==> config.mk <==
export PLATFORM = sky130hd
export DESIGN_NAME = obstacle_scheduler
export DESIGN_NICKNAME = d
export VERILOG_FILES = /design/src/rtl/heroe_pkg.sv /design/src/rtl/tick_divider.sv /design/src/rtl/obstacle_scheduler.sv
export SDC_FILE = /design/constraint.sdc
export NUM_CORES = 1
export LEC_CHECK = 0
export BUFFER_PORTS_ARGS = -buffer_cell sky130_fd_sc_hd__buf_2
export CORE_MARGIN = 10
export CORE_UTILIZATION = 44
export CTS_BUF_LIST = sky130_fd_sc_hd__clkbuf_8
export CTS_CLUSTER_DIAMETER = 200
export CTS_CLUSTER_SIZE = 10
export DETAILED_ROUTE_END_ITERATION = 6
export PLACE_DENSITY = 0.68
export SLEW_MARGIN = 15
export SYNTH_ARGS = -nofsm -noshare
export SYNTH_HDL_FRONTEND = slang
export SYNTH_HIERARCHICAL = 1
export SYNTH_SLANG_ARGS = --single-unit
==> constraint.sdc <==
create_clock -name clk -period 10.1 [get_ports clk]
set_input_delay 0.505 -clock clk [delete_from_list [all_inputs] [get_ports clk]]
set_output_delay 0.505 -clock clk [all_outputs]
set_load 0.05 [all_outputs]
==> src/rtl/heroe_pkg.sv <==
// Shared definitions for the game control blocks: scheduler states, game codes, key codes and helpers.
// Latency: none (types, constants and a pure function only).
// Backpressure: not applicable.
package heroe_pkg;

  // Obstacle scheduler control states
  typedef enum logic [1:0] {
    ST_IDLE  = 2'd0,
    ST_RUN   = 2'd1,
    ST_PAUSE = 2'd2,
    ST_HALT  = 2'd3
  } sched_state_e;

  // Game FSM state code in which obstacles are generated
  localparam logic [2:0] PLAY_CODE = 3'd3;

  // Decoded keypad code that toggles pause
  localparam logic [4:0] PAUSE_KEY = 5'h0F;

  // W_or_L encodings; 2'b11 is handled like a loss (any non-play value halts)
  localparam logic [1:0] WL_PLAY = 2'b00;
  localparam logic [1:0] WL_WIN  = 2'b01;
  localparam logic [1:0] WL_LOSE = 2'b10;

  // Width of the step period counter; wide enough for the 25M-cycle default
  localparam int unsigned PERIOD_W = 32;

  localparam logic [9:0] SCORE_MAX = 10'd999;
  localparam logic [2:0] NIVEL_MAX = 3'd7;

  // Step period for a given level: base minus one reduction per level,
  // never below the floor.
  function automatic logic [PERIOD_W-1:0] calc_period(
    input int unsigned base,
    input int unsigned step,
    input int unsigned minp,
    input logic [2:0]  nivel
  );
    logic [PERIOD_W-1:0] red;
    red = 32'(nivel) * step;
    if (red + minp > base) begin
      return minp;
    end
    return base - red;
  endfunction

endpackage

==> src/rtl/tick_divider.sv <==
// Period counter: counts 0..period-1 while enabled, holds otherwise, clear has priority.
// Latency: wrap is combinational from the counter register (high while the count sits at period-1).
// Backpressure: none; the owner decides per cycle whether to advance (en) or hold.
module tick_divider #(
  parameter int unsigned W = 32
) (
  input  logic         clk,
  input  logic         rst_n,
  input  logic         clr,
  input  logic         en,
  input  logic [W-1:0] period,
  output logic         wrap
);

  localparam logic [W-1:0] ONE = {{(W-1){1'b0}}, 1'b1};

  logic [W-1:0] cnt_q;
  logic [W-1:0] cnt_d;

  // Terminal count; >= keeps the counter from running away if the period ever shrinks below it
  assign wrap = (cnt_q >= period - ONE);

  // Next count: clear, else advance-and-wrap when enabled, else hold
  always_comb begin
    cnt_d = cnt_q;
    if (clr) begin
      cnt_d = '0;
    end else if (en) begin
      cnt_d = wrap ? '0 : cnt_q + ONE;
    end
  end

  // Count register with synchronous active-low reset
  always_ff @(posedge clk) begin
    if (!rst_n) begin
      cnt_q <= '0;
    end else begin
      cnt_q <= cnt_d;
    end
  end

endmodule

==> src/rtl/obstacle_scheduler.sv <==
// Paces the obstacle generator: step pulse every period, level speed-up, pause/halt control, score.
// Latency: all outputs registered; step rises one cycle after the counter sits at period-1 in RUN.
// Backpressure: none; pause key and W_or_L hold the pacing, score build selected by OBSTACLE_SCHEDULER_SCORE_EN.
module obstacle_scheduler
  import heroe_pkg::*;
#(
  parameter int unsigned BASE_PERIOD     = 25_000_000,
  parameter int unsigned PERIOD_STEP     = 2_500_000,
  parameter int unsigned MIN_PERIOD      = 5_000_000,
  parameter int unsigned STEPS_PER_LEVEL = 16
) (
  input  logic       clk,
  input  logic       rst_n,
  input  logic [2:0] presente,
  input  logic [1:0] W_or_L,
  input  logic       keypad_pressed,
  input  logic [4:0] key,
  output logic       step,
  output logic [2:0] nivel,
  output logic       level_up,
  output logic [9:0] score,
  output logic       paused
);

  sched_state_e state_q, state_d;

  logic          step_q, step_d;
  logic          level_up_q, level_up_d;
  logic [2:0]    nivel_q, nivel_d;
  logic          paused_q, paused_d;
  logic [31:0]   lvl_cnt_q, lvl_cnt_d;
  logic          kp_q, kp_d;

  logic [PERIOD_W-1:0] period;
  logic          cnt_clr;
  logic          cnt_en;
  logic          cnt_wrap;
  logic          adv;
  logic          play_ok;
  logic          wl_play;
  logic          pause_edge;

  assign play_ok    = (presente == PLAY_CODE);
  assign wl_play    = (W_or_L == WL_PLAY);
  // Only a fresh press of the pause key counts; held keys and other codes are ignored
  assign pause_edge = keypad_pressed && !kp_q && (key == PAUSE_KEY);

  // Period follows the registered level, so a level change applies from the next step on
  assign period = calc_period(BASE_PERIOD, PERIOD_STEP, MIN_PERIOD, nivel_q);

  tick_divider #(
    .W(PERIOD_W)
  ) u_div (
    .clk    (clk),
    .rst_n  (rst_n),
    .clr    (cnt_clr),
    .en     (cnt_en),
    .period (period),
    .wrap   (cnt_wrap)
  );

  // Next-state, counter control and level bookkeeping
  always_comb begin
    state_d    = state_q;
    step_d     = 1'b0;
    level_up_d = 1'b0;
    nivel_d    = nivel_q;
    lvl_cnt_d  = lvl_cnt_q;
    kp_d       = keypad_pressed;
    cnt_clr    = 1'b0;
    cnt_en     = 1'b0;
    adv        = 1'b0;

    case (state_q)
      ST_IDLE: begin
        if (play_ok && wl_play) begin
          state_d   = ST_RUN;
          nivel_d   = '0;
          lvl_cnt_d = '0;
          cnt_clr   = 1'b1;
        end
      end
      ST_RUN: begin
        if (!play_ok) begin
          state_d = ST_IDLE;
        end else if (!wl_play) begin
          state_d = ST_HALT;
        end else if (pause_edge) begin
          // Pause wins over a wrap in the same cycle: hold at period-1 so
          // the pending step fires right after resume.
          state_d = ST_PAUSE;
          cnt_en  = !cnt_wrap;
        end else begin
          cnt_en = 1'b1;
          adv    = cnt_wrap;
        end
      end
      ST_PAUSE: begin
        if (!play_ok) begin
          state_d = ST_IDLE;
        end else if (!wl_play) begin
          state_d = ST_HALT;
        end else if (pause_edge) begin
          state_d = ST_RUN;
        end
      end
      ST_HALT: begin
        if (!play_ok) begin
          state_d = ST_IDLE;
        end
      end
      default: begin
        state_d = ST_IDLE;
      end
    endcase

    if (adv) begin
      step_d = 1'b1;
      if (lvl_cnt_q >= STEPS_PER_LEVEL - 1) begin
        lvl_cnt_d = '0;
        if (nivel_q != NIVEL_MAX) begin
          nivel_d    = nivel_q + 3'd1;
          level_up_d = 1'b1;
        end
      end else begin
        lvl_cnt_d = lvl_cnt_q + 32'd1;
      end
    end

    paused_d = (state_d == ST_PAUSE);
  end

  // Control and output registers
  always_ff @(posedge clk) begin
    if (!rst_n) begin
      state_q    <= ST_IDLE;
      step_q     <= 1'b0;
      level_up_q <= 1'b0;
      nivel_q    <= '0;
      paused_q   <= 1'b0;
      lvl_cnt_q  <= '0;
      kp_q       <= 1'b0;
    end else begin
      state_q    <= state_d;
      step_q     <= step_d;
      level_up_q <= level_up_d;
      nivel_q    <= nivel_d;
      paused_q   <= paused_d;
      lvl_cnt_q  <= lvl_cnt_d;
      kp_q       <= kp_d;
    end
  end

`ifdef OBSTACLE_SCHEDULER_SCORE_EN
  logic [9:0] score_q, score_d;
  logic       score_clr;

  assign score_clr = (state_q == ST_IDLE) && (state_d == ST_RUN);

  // Score: cleared on round entry, one per step, saturating
  always_comb begin
    score_d = score_q;
    if (score_clr) begin
      score_d = '0;
    end else if (adv && (score_q != SCORE_MAX)) begin
      score_d = score_q + 10'd1;
    end
  end

  // Score register
  always_ff @(posedge clk) begin
    if (!rst_n) begin
      score_q <= '0;
    end else begin
      score_q <= score_d;
    end
  end

  assign score = score_q;
`else
  assign score = '0;
`endif

  assign step     = step_q;
  assign level_up = level_up_q;
  assign nivel    = nivel_q;
  assign paused   = paused_q;

endmodule

==> results.md <==
Outcome:
- The flow ran to the end, and the final reports show no timing, DRC or antenna violations.

Yosys:
- The post-synthesis cell area is 5826 µm².
- In the synthesized netlist the dominant register cell turns out to be sky130_fd_sc_hd__dfxtp_1.
- The synthesized design contains 0 enable-type register cells.
- After synthesis, the share of flip-flops with an asynchronous set or reset is 0%.
- Synthesis produced a netlist whose cell count is 696.
- The average footprint of a synthesized cell is 8.370 µm².
- The synthesized flop and latch total is 73.
- During synthesis, Yosys emitted a total of 6 warnings.
- The share of the yosys chip area belonging to registers is 25.09%.
- The number of distinct library cell variants in the gate-level netlist after synthesis is 64.

Clock network:
- Post-CTS timing repair inserted 0 buffers for setup.
- Hold repair after CTS inserted 0 buffers.
- Clock latency on the worst-skew pair, taken at its later pin, is 360 ps.
- After clock tree synthesis, the clock-pin slew on the worst setup and hold paths is 80 ps.
- Counting every sink on the clock net gives 73.
- The cell sitting at the root of the clock tree is a sky130_fd_sc_hd__clkbuf_8.
- The TritonCTS buffer count is 9.
- The clock tree synthesis step divided the H-tree into 3 levels.
- The clock tree from TritonCTS is done.
- The number of cells upsized or downsized after cts is 0.
- In this run the deepest clock path goes through 2 buffers.

Global route:
- The total overflow left after global routing is 0.
- The global-route usage over all layers is 15.17%.
- The number of global-route vias before repair is 4929.
- The maximum number of pins on one net before global-route repair is 37.
- The initial antenna violation count is 0.
- The wire length of the first global-routing pass is 23300 µm.

STA:
- The worst-case headroom to the max-slew limit is 34.12%.
- The fmax is 0.1067 GHz.
- For the final database, setup skew stands at 13.77 ps.
- The final critical-path share of the clock period is 92.76%.
- The number of hold-slack violations in the final timing report is 0.
- Setup slack closes at 731.2 ps.
- Setup repair after global routing left no endpoint under its margin.
- At the pin with the least slew margin, the transition time is 988.1 ps.
- Setup violations remaining at the end of the flow were counted as 0.
- Setup total negative slack on the finished layout was measured at 0 ps.
- The worst hold slack after final layout is 368.0 ps.
- The worst path needs 9369 ps of the cycle, external delays included.
- The total count of max-transition violations in the final report is 0.

Route:
- For this block, the initial DRC count from the detailed router was 367.
- The pre-antenna-repair detailed-routing pass consisted of 5 iterations.
- The met2 wire length is 6575 µm.
- The highest routing layer actually used is met4.
- For this run, design rule violations remaining after detail routing come to 0.
- In the final routing, the length of wire on met1 measures 6563 µm.
- The average detailed-routed wire length per instance is 15.26 µm.
- Using the TritonRoute via totals, the vias-per-cell ratio works out to 5.576.
- The detailed-route via count is 5080.
- The final routed wirelength across all metal layers is 13910 µm.
- The total length of routed met3 wires is 657 µm.
- The number of nets still failing antenna checks after routing is 0.

Min path:
- The class of the tightest hold or removal check is input pin to flip-flop.
- The worst hold path begins at keypad_pressed.

Pwr:
- The switching power share of the total is 25.08%.
- Summed over all nets, the switching power comes to 0.1404 mW.
- The peak supply drop is 0.07025 mV.
- The combinational cell fraction of total power is 5.3%.
- The analysis attributes to cell leakage a power of 2.432 nW.
- The power consumption is 0.5596 mW.
- Cell internal power was estimated by the tool at 0.4193 mW.
- The power density over the cells is 88.13 nW/µm².
- The clock network fraction of total power is 43.2%.
- Per report_power, the sequential group accounts for 51.4% of the total.

Floorplan:
- The top-level port count is 29.
- The number of standard-cell rows in the floorplan is 41.
- The placeable core region is 12770 µm².
- The floorplan die height is 135.1 µm.
- The floorplan step defined a die boundary enclosing 18240 µm².
- Once the floorplan was initialized, standard cells occupied 45.61% of the core.
- Measured along the x axis, the die boundary spans 135.1 µm.

Critical path:
- The library cell contributing the largest single delay on the critical path is sky130_fd_sc_hd__dfxtp_1.
- The worst setup path is launched from a flip-flop.
- The largest stage delay on the critical path is 820 ps.
- The critical register-to-register path startpoint is nivel[0].
- The setup path with the least slack is of type flip-flop to flip-flop.
- The element type at the critical path end is a flip-flop.
- Counting stages on the worst path, the most repeated cell is sky130_fd_sc_hd__ha_1.
- For the worst setup path, the data required time is 10300 ps.
- The arrival time of data at the critical path endpoint is 9570 ps.
- The most critical setup path has its startpoint at nivel[0].
- The highest fanout seen on the critical path is 18.

Final layout:
- The antenna cell count is 0.
- The fill cell total of the finished layout is 1214.
- The fraction of layout instances using a drive strength above 1 is 11.64%.
- For this run, the post-layout net count is 802.
- The most common cell after layout, fill and taps aside is sky130_fd_sc_hd__nor2_1.
- From synthesis to final layout, the design area changed by 8.999%.
- The library cells used most frequently in the layout, excluding fill and tap cells, are 91 x sky130_fd_sc_hd__nor2_1, 73 x sky130_fd_sc_hd__dfxtp_1, 52 x sky130_fd_sc_hd__ha_1, 47 x sky130_fd_sc_hd__xnor2_1, 40 x sky130_fd_sc_hd__conb_1.

Placement:
- The final weighted congestion in routability-driven placement is 0.9140.
- The detailed placement HPWL is 10620 µm.
- Before CTS, the worst setup slack after placement is 701.5 ps.
- The count of buffers inserted at the top-level ports is 18.

Run:
- Across the run, the number of max-cap violations was 0.
[cells in the mapped netlist (4+ instances only)]
| library cell | count | share of area (%) |
|---|---|---|
| sky130_fd_sc_hd__nor2_1 | 91 | 5.9 |
| sky130_fd_sc_hd__dfxtp_1 | 73 | 25 |
| sky130_fd_sc_hd__ha_1 | 52 | 11 |
| sky130_fd_sc_hd__xnor2_1 | 47 | 7.1 |
| sky130_fd_sc_hd__xor2_1 | 36 | 5.4 |
| sky130_fd_sc_hd__a21oi_1 | 35 | 3.0 |
| sky130_fd_sc_hd__nand2_1 | 34 | 2.2 |
| sky130_fd_sc_hd__a211oi_2 | 31 | 6.7 |
| sky130_fd_sc_hd__nand3_1 | 30 | 2.6 |
| sky130_fd_sc_hd__nor3_1 | 24 | 2.1 |
| sky130_fd_sc_hd__nand4_1 | 21 | 2.3 |
| sky130_fd_sc_hd__and3_1 | 20 | 2.1 |
| sky130_fd_sc_hd__inv_1 | 18 | 1.2 |
| sky130_fd_sc_hd__nor4_1 | 18 | 1.9 |
| sky130_fd_sc_hd__nand2b_1 | 15 | 1.6 |
| sky130_fd_sc_hd__clkbuf_1 | 13 | 0.84 |
| sky130_fd_sc_hd__a31oi_1 | 11 | 1.2 |
| sky130_fd_sc_hd__buf_4 | 10 | 1.3 |
| sky130_fd_sc_hd__a211oi_1 | 7 | 0.90 |
| sky130_fd_sc_hd__a21o_1 | 7 | 0.90 |
| sky130_fd_sc_hd__nor2b_1 | 7 | 0.75 |
| sky130_fd_sc_hd__buf_2 | 6 | 0.52 |
| sky130_fd_sc_hd__nand3b_1 | 6 | 0.77 |
| sky130_fd_sc_hd__a211o_1 | 5 | 0.75 |
| sky130_fd_sc_hd__and4_1 | 5 | 0.75 |
| sky130_fd_sc_hd__o21ai_0 | 5 | 0.43 |
| sky130_fd_sc_hd__and2_1 | 4 | 0.43 |
| sky130_fd_sc_hd__buf_6 | 4 | 0.77 |
| sky130_fd_sc_hd__o21ai_1 | 4 | 0.34 |
[logic make-up (layout without fill, tap and decap cells)]
logic type,after synthesis,after routing,share of synthesized area (%)
AO/OA/AOI/OAI,131,131,18.41
XOR/XNOR,83,83,12.48
adder cells (fa/ha/maj),55,55,12.20
flip-flops,73,73,25.09
other,1,40,0.06437
multiplexers,2,2,0.3437
AND/OR/NAND/NOR,298,298,26.72
buffers and inverters,53,57,4.703
[path summary, 6_finish.rpt]
check                                  endpoint  depth (start not counted)  slack (ps)
worst min-delay path                       kp_q                          2         370
worst max-delay path            u_div/cnt_q[23]                         29         730
worst min register to register    lvl_cnt_q[24]                          2         470
worst max register to register  u_div/cnt_q[23]                         29         730
[metrics by stage]
step           instance area (µm²)  instances  util, %
2_1_floorplan                 5972        735        -
3_3_place_gp                  6126        895    47.96
3_5_place_dp                  6126        895    47.96
4_1_cts                       6339        911    49.62
5_1_grt                       6350        911    49.71
6_report                      6350        911    49.71
[registers in the layout, summed over array words and instances, names as in the netlist]
| signal | flops |
|---|---|
| lvl_cnt_q | 32 |
| u_div/cnt_q | 32 |
| nivel | 3 |
| state_q | 2 |
| kp_q | 1 |
| level_up | 1 |
| paused | 1 |
| step | 1 |
[worst max-delay path, delay by kind of cell (launching register included)]
kind | cells | cell delay [ps]
flops | 1 | 820
xor+xnor | 2 | 320
simple gates | 13 | 3830
compound gates | 8 | 2440
fa+ha+maj | 4 | 1410
buf+inv | 2 | 350
[final cells by class]
class                           instances  area (µm²)  area share, %
Multi-Input combinational cell        609        4269          67.23
Timing Repair Buffer                   22       120.1          1.892
Sequential cell                        73        1461          23.01
Clock inverter                          6       75.07          1.182
Clock buffer                           10       137.6          2.167
Inverter                               19       71.32          1.123
Tap cell                              172       215.2          3.389
[power groups by stage]
stage	Sequential [mW]	Combinational [mW]	Clock, mW
2_1_floorplan	0.295	0.0262	0
3_3_place_gp	0.295	0.0279	0
3_5_place_dp	0.295	0.0287	0
4_1_cts	0.288	0.0287	0.250
5_1_grt	0.288	0.0329	0.262
6_report	0.288	0.0298	0.242
[layer usage]
layer,track usage (%),up-vias
met2,24.92,144
met5,0,-
met1,19.97,2368
met4,2.392,0
li1,-,2557
met3,3.635,11
No activity file was read; power rests on OpenSTA's default activity.
